`config.mk`:
```
export PLATFORM = sky130hd
export DESIGN_NAME = motoro_gate_guard
export DESIGN_NICKNAME = d
export VERILOG_FILES = /design/src/rtl/motoro_gate_guard.sv
export SDC_FILE = /design/constraint.sdc
export NUM_CORES = 1
export LEC_CHECK = 0
export ABC_AREA = 1
export CAP_MARGIN = 20
export CORE_MARGIN = 3
export CORE_UTILIZATION = 60
export DETAILED_ROUTE_END_ITERATION = 10
export GPL_TIMING_DRIVEN = 0
export PLACE_DENSITY = 0.92
export SYNTH_ARGS = -nofsm -noshare
export SYNTH_HDL_FRONTEND = slang
export SYNTH_SLANG_ARGS = --single-unit
```
`constraint.sdc`:
```
create_clock -name clk50mhzI -period 3.4 [get_ports clk50mhzI]
set_input_delay 0.68 -clock clk50mhzI [delete_from_list [all_inputs] [get_ports clk50mhzI]]
set_output_delay 0.68 -clock clk50mhzI [all_outputs]
set_load 0.1 [all_outputs]
```
`src/rtl/motoro_gate_guard.sv`:
```
// rtl/motoro_gate_guard.sv - per-phase half-bridge gate guard with dead time and shoot-through fault latch
// Every phase has its own OFF/HP_ON/LN_ON/DEAD machine. A request conflict overrides all phases at once.
module motoro_gate_guard #(
  parameter int PHASES = 3,
  parameter int DT_W   = 8,
  parameter int FC_W   = 8
) (
  input  logic              clk50mhzI,
  input  logic              resetI,
  input  logic              enI,
  input  logic [PHASES-1:0] hpReqI,
  input  logic [PHASES-1:0] lnReqI,
  input  logic [DT_W-1:0]   deadTimeI,
  input  logic              faultClrI,
  output logic [PHASES-1:0] hpO,
  output logic [PHASES-1:0] lnO,
  output logic              faultO,
  output logic [3:0]        faultCodeO,
  output logic [FC_W-1:0]   faultCntO,
  output logic              tp01o
);

  typedef enum logic [1:0] {OFF, HP_ON, LN_ON, DEAD} phase_state_t;

  localparam logic [DT_W-1:0] DT_ONE = {{(DT_W-1){1'b0}}, 1'b1};
  localparam logic [DT_W-1:0] DT_ZERO = '0;
  localparam logic [FC_W-1:0] FC_ONE = {{(FC_W-1){1'b0}}, 1'b1};
  localparam logic [FC_W-1:0] FC_MAX = '1;

  phase_state_t      state_q [PHASES];
  logic [DT_W-1:0]   cnt_q   [PHASES];

  logic [PHASES-1:0] hp_eff;
  logic [PHASES-1:0] ln_eff;
  logic [PHASES-1:0] conflict;
  logic [PHASES-1:0] dead_next;
  logic              any_conflict;
  logic [3:0]        conflict_code;

  // Conflicts are judged on raw requests so a held conflict also blocks fault clearing.
  assign conflict     = hpReqI & lnReqI & {PHASES{enI}};
  assign any_conflict = |conflict;
  assign hp_eff       = hpReqI & {PHASES{enI & ~faultO}};
  assign ln_eff       = lnReqI & {PHASES{enI & ~faultO}};

  always_comb begin
    conflict_code = 4'd0;
    for (int i = PHASES - 1; i >= 0; i--) begin
      if (conflict[i]) begin
        conflict_code = 4'(i + 1);
      end
    end
  end

  // Phases that will sit in DEAD after the coming edge, used for the registered test point.
  always_comb begin
    dead_next = '0;
    for (int i = 0; i < PHASES; i++) begin
      case (state_q[i])
        HP_ON:   dead_next[i] = ~hp_eff[i];
        LN_ON:   dead_next[i] = ~ln_eff[i];
        DEAD:    dead_next[i] = (cnt_q[i] != DT_ZERO);
        default: dead_next[i] = 1'b0;
      endcase
    end
  end

  always_ff @(posedge clk50mhzI or posedge resetI) begin
    if (resetI) begin
      for (int i = 0; i < PHASES; i++) begin
        state_q[i] <= OFF;
        cnt_q[i]   <= '0;
      end
      hpO        <= '0;
      lnO        <= '0;
      faultO     <= 1'b0;
      faultCodeO <= 4'd0;
      faultCntO  <= '0;
      tp01o      <= 1'b0;
    end else if (!faultO && any_conflict) begin
      // Fault entry drops every gate immediately; dead time is deliberately skipped.
      for (int i = 0; i < PHASES; i++) begin
        state_q[i] <= OFF;
        cnt_q[i]   <= '0;
      end
      hpO        <= '0;
      lnO        <= '0;
      tp01o      <= 1'b0;
      faultO     <= 1'b1;
      faultCodeO <= conflict_code;
      if (faultCntO != FC_MAX) begin
        faultCntO <= faultCntO + FC_ONE;
      end
    end else begin
      if (faultO && faultClrI && !any_conflict) begin
        faultO     <= 1'b0;
        faultCodeO <= 4'd0;
      end
      tp01o <= |dead_next;
      for (int i = 0; i < PHASES; i++) begin
        hpO[i] <= 1'b0;
        lnO[i] <= 1'b0;
        case (state_q[i])
          OFF: begin
            if (hp_eff[i]) begin
              state_q[i] <= HP_ON;
              hpO[i]     <= 1'b1;
            end else if (ln_eff[i]) begin
              state_q[i] <= LN_ON;
              lnO[i]     <= 1'b1;
            end
          end
          HP_ON: begin
            if (hp_eff[i]) begin
              hpO[i] <= 1'b1;
            end else begin
              state_q[i] <= DEAD;
              cnt_q[i]   <= deadTimeI;
            end
          end
          LN_ON: begin
            if (ln_eff[i]) begin
              lnO[i] <= 1'b1;
            end else begin
              state_q[i] <= DEAD;
              cnt_q[i]   <= deadTimeI;
            end
          end
          DEAD: begin
            if (cnt_q[i] != DT_ZERO) begin
              cnt_q[i] <= cnt_q[i] - DT_ONE;
            end else if (hp_eff[i]) begin
              state_q[i] <= HP_ON;
              hpO[i]     <= 1'b1;
            end else if (ln_eff[i]) begin
              state_q[i] <= LN_ON;
              lnO[i]     <= 1'b1;
            end else begin
              state_q[i] <= OFF;
            end
          end
          default: begin
            state_q[i] <= OFF;
          end
        endcase
      end
    end
  end

endmodule

```
==> impl_metrics.json <==
{
  "fin_crit_ns": 2.65,
  "slowest_delay_ns": 1.18,
  "yosysTopAreaCell": "dfrtp_1",
  "port_buffers": 35,
  "r2r_end": "cnt_q[21]$_DFFE_PP0P_",
  "relSlewSlack": 0.340,
  "hpwl_um": 6670,
  "track_usage": 0.263,
  "grt_pass1_wl_um": 15100,
  "path_clk_slew_ns": 0.09,
  "placementRows": 27,
  "muxShareOfSynthArea": 0,
  "synthCells": 519,
  "leakagePower_uw": 0.00213,
  "grt_max_degree": 27,
  "clock.fmax_ghz": 0.378,
  "area_delta_synth_final_pct": 16.2,
  "core_area_um2": 5640,
  "maxCapViolCount": 0,
  "cts_buffer_depth": 2,
  "peakVddDrop_v": 0.000808,
  "r2r_slack_ns": 1.56,
  "cts_num_sinks": 48,
  "finalHoldViolations": 0,
  "grt_setup_unrepaired": "false",
  "netlist_area_um2": 3580,
  "globalRoute.totalOverflow": 0,
  "syn_avg_cell_area_um2": 6.90,
  "cts_resized": 0,
  "root_buffer": "clkbuf_8",
  "dr.pass1.iters": 5,
  "fin_cells": 636,
  "tns_ns": 0,
  "antenna_found_initial": 0,
  "seq_area_frac_synth": 0.335,
  "synth_top_family_by_area": "simple AND/OR/NAND/NOR gates",
  "n_antenna_cell": 0,
  "p_per_area_nw_per_um2": 1010,
  "die_w_um": 83.3,
  "routabilityCongestion": 0.982,
  "synth-xor-area-share": 0.0171,
  "cp_slowest_cell": "clkdlybuf4s50_1",
  "vias": 3538,
  "hold_end": "cnt_q[17]$_DFFE_PP0P_",
  "period_share": 0.778,
  "yosysUniqueCellTypes": 35,
  "worstPathMaxFanout": 5,
  "min-delay-start": "cnt_q[17]$_DFFE_PP0P_",
  "grt_pass1_vias": 3277,
  "hp-class": "reg2reg",
  "crit_path_start_kind": "flip-flop",
  "arrival_ns": 1.97,
  "ys_top_cells_by_area": "dfrtp_1, nand2_1, nand3_1",
  "clkLatencyLatePin_ns": 0.31,
  "tightest_slew_ns": 0.987,
  "cts_hold_buf": 0,
  "ys_seq_elements": 48,
  "drc": 0,
  "post_cts_buffers": 0,
  "avgRoutedWirePerCell_um": 13.9,
  "placed_cells": 628,
  "cts_tree": "yes",
  "regToRegStartpoint": "cnt_q[16]$_DFFE_PP0P_",
  "crit_buf_inv": 1,
  "drtIter0Drc": 290,
  "status": "finished, final reports clean",
  "ant_nets": 0,
  "synth-compound-area-share": 0.101,
  "die_y_um": 83.3,
  "worstPathCellList": "clkdlybuf4s50_1",
  "totalWireLength_um": 8840,
  "dieArea_um2": 6930,
  "num_io_pins": 38,
  "drv_slew": 0,
  "vias_per_cell": 5.56,
  "path_class": "reg2out",
  "synth.top_cell.area_share": 0.335,
  "layout.nets": 603,
  "cts_buffers": 5,
  "final_cell_mix": "nand2_1, nand3_1, inv_1, nor2_1, dfrtp_1",
  "synth-simple-area-share": 0.367,
  "drive_above_1_share": 0.0851,
  "layout_commonest_cell": "nand2_1",
  "setup_viol": 0,
  "clock-skew-final_ns": 0.00819,
  "required_ns": 2.72,
  "rr_worst_depth": 9,
  "crit_family": "buffers and inverters",
  "worstSetupEndpointType": "output pin",
  "min_path_cells": 2,
  "start_util": 0.635,
  "synth_adder_area_share": 0.0768,
  "htreeDepth": 2,
  "ys_warn_count": 0
}
-- worst max-delay path by stage --
| stage | startpoint | to | slack [ns] | cells past startpoint |
|---|---|---|---|---|
| after global routing | faultO$_DFFE_PP0P_ | faultO | 0.70 | 1 |
| after floorplan | faultCntO[1]$_DFFE_PP0P_ | faultCntO[7]$_DFFE_PP0P_ | 1.29 | 8 |
| after detailed placement | enI | cnt_q[7]$_DFFE_PP0P_ | 0.98 | 10 |
| after global placement | resetI | cnt_q[4]$_DFFE_PP0P_ | 0.64 | 2 |
| after CTS | faultO$_DFFE_PP0P_ | faultO | 0.75 | 1 |
| final | faultO$_DFFE_PP0P_ | faultO | 0.75 | 1 |
-- per-layer routing --
layer,vias up,routed length [µm],track usage
met5,-,0,0
met4,0,238,0.0951
met3,29,650,0.0516
met2,168,4180,0.431
met1,1593,3770,0.344
li1,1748,-,-
-- layout make-up --
| cell class | instances | area, µm² |
|---|---|---|
| multi-input combinational | 389 | 2020 |
| fill | 410 | 1480 |
| sequential | 48 | 1200 |
| timing repair buffer | 36 | 370 |
| inverter | 67 | 251 |
| buffer | 16 | 113 |
| tap | 72 | 90.1 |
| clock buffer | 5 | 68.8 |
| clock inverter | 3 | 47.5 |
-- sequential cells by signal (all words and copies together), names as in the netlist --
name and cells:
faultCodeO 2, faultO 1, state_q 6, lnO 3
hpO 3, cnt_q 24, tp01o 1, faultCntO 8
-- kinds of logic after synthesis --
logic type               after synthesis
AO/OA/AOI/OAI                         64
XOR/XNOR                               7
adder cells (fa/ha/maj)               22
buffers and inverters                 83
flip-flops                            48
other                                  1
AND/OR/NAND/NOR                      294
-- report_power, final --
group,internal (µW),switching [µW],leakage [µW]
clock,222,208,0.0000583
sequential,813,240,0.000614
combinational,845,1880,0.00146
total,1880,2320,0.00213
-- stage by stage --
step	hold slack [ns]	total power, µW	worst slack (ns)	area [µm²]	utilization
after floorplan	0.469	3120	1.29	3590	-
after global placement	0.486	3620	0.642	4030	0.714
after detailed placement	0.501	3730	0.984	4050	0.717
after CTS	0.525	4170	0.750	4160	0.738
after global routing	0.540	4560	0.700	4160	0.738
final	0.527	4200	0.754	4160	0.738
-- synthesized netlist by cell type --
library cell	number
a21oi_1	17
a22oi_1	2
a31oi_1	5
buf_2	6
buf_4	2
buf_6	5
clkbuf_1	3
conb_1	1
dfrtp_1	48
ha_1	22
inv_1	63
inv_2	4
nand2_1	142
nand2_2	6
nand2_4	1
nand3_1	69
nand3_2	1
nand3_4	3
nand3b_1	3
nand4_1	3
nand4_2	1
nor2_1	52
nor2_2	3
nor2_4	1
nor3_1	8
o211ai_1	3
o21a_1	1
o21ai_0	27
o21ai_1	3
o21ai_2	4
o21bai_1	1
o31ai_1	1
or2_2	1
xnor2_1	2
xor2_1	5
(Power assumes the default switching activity.)
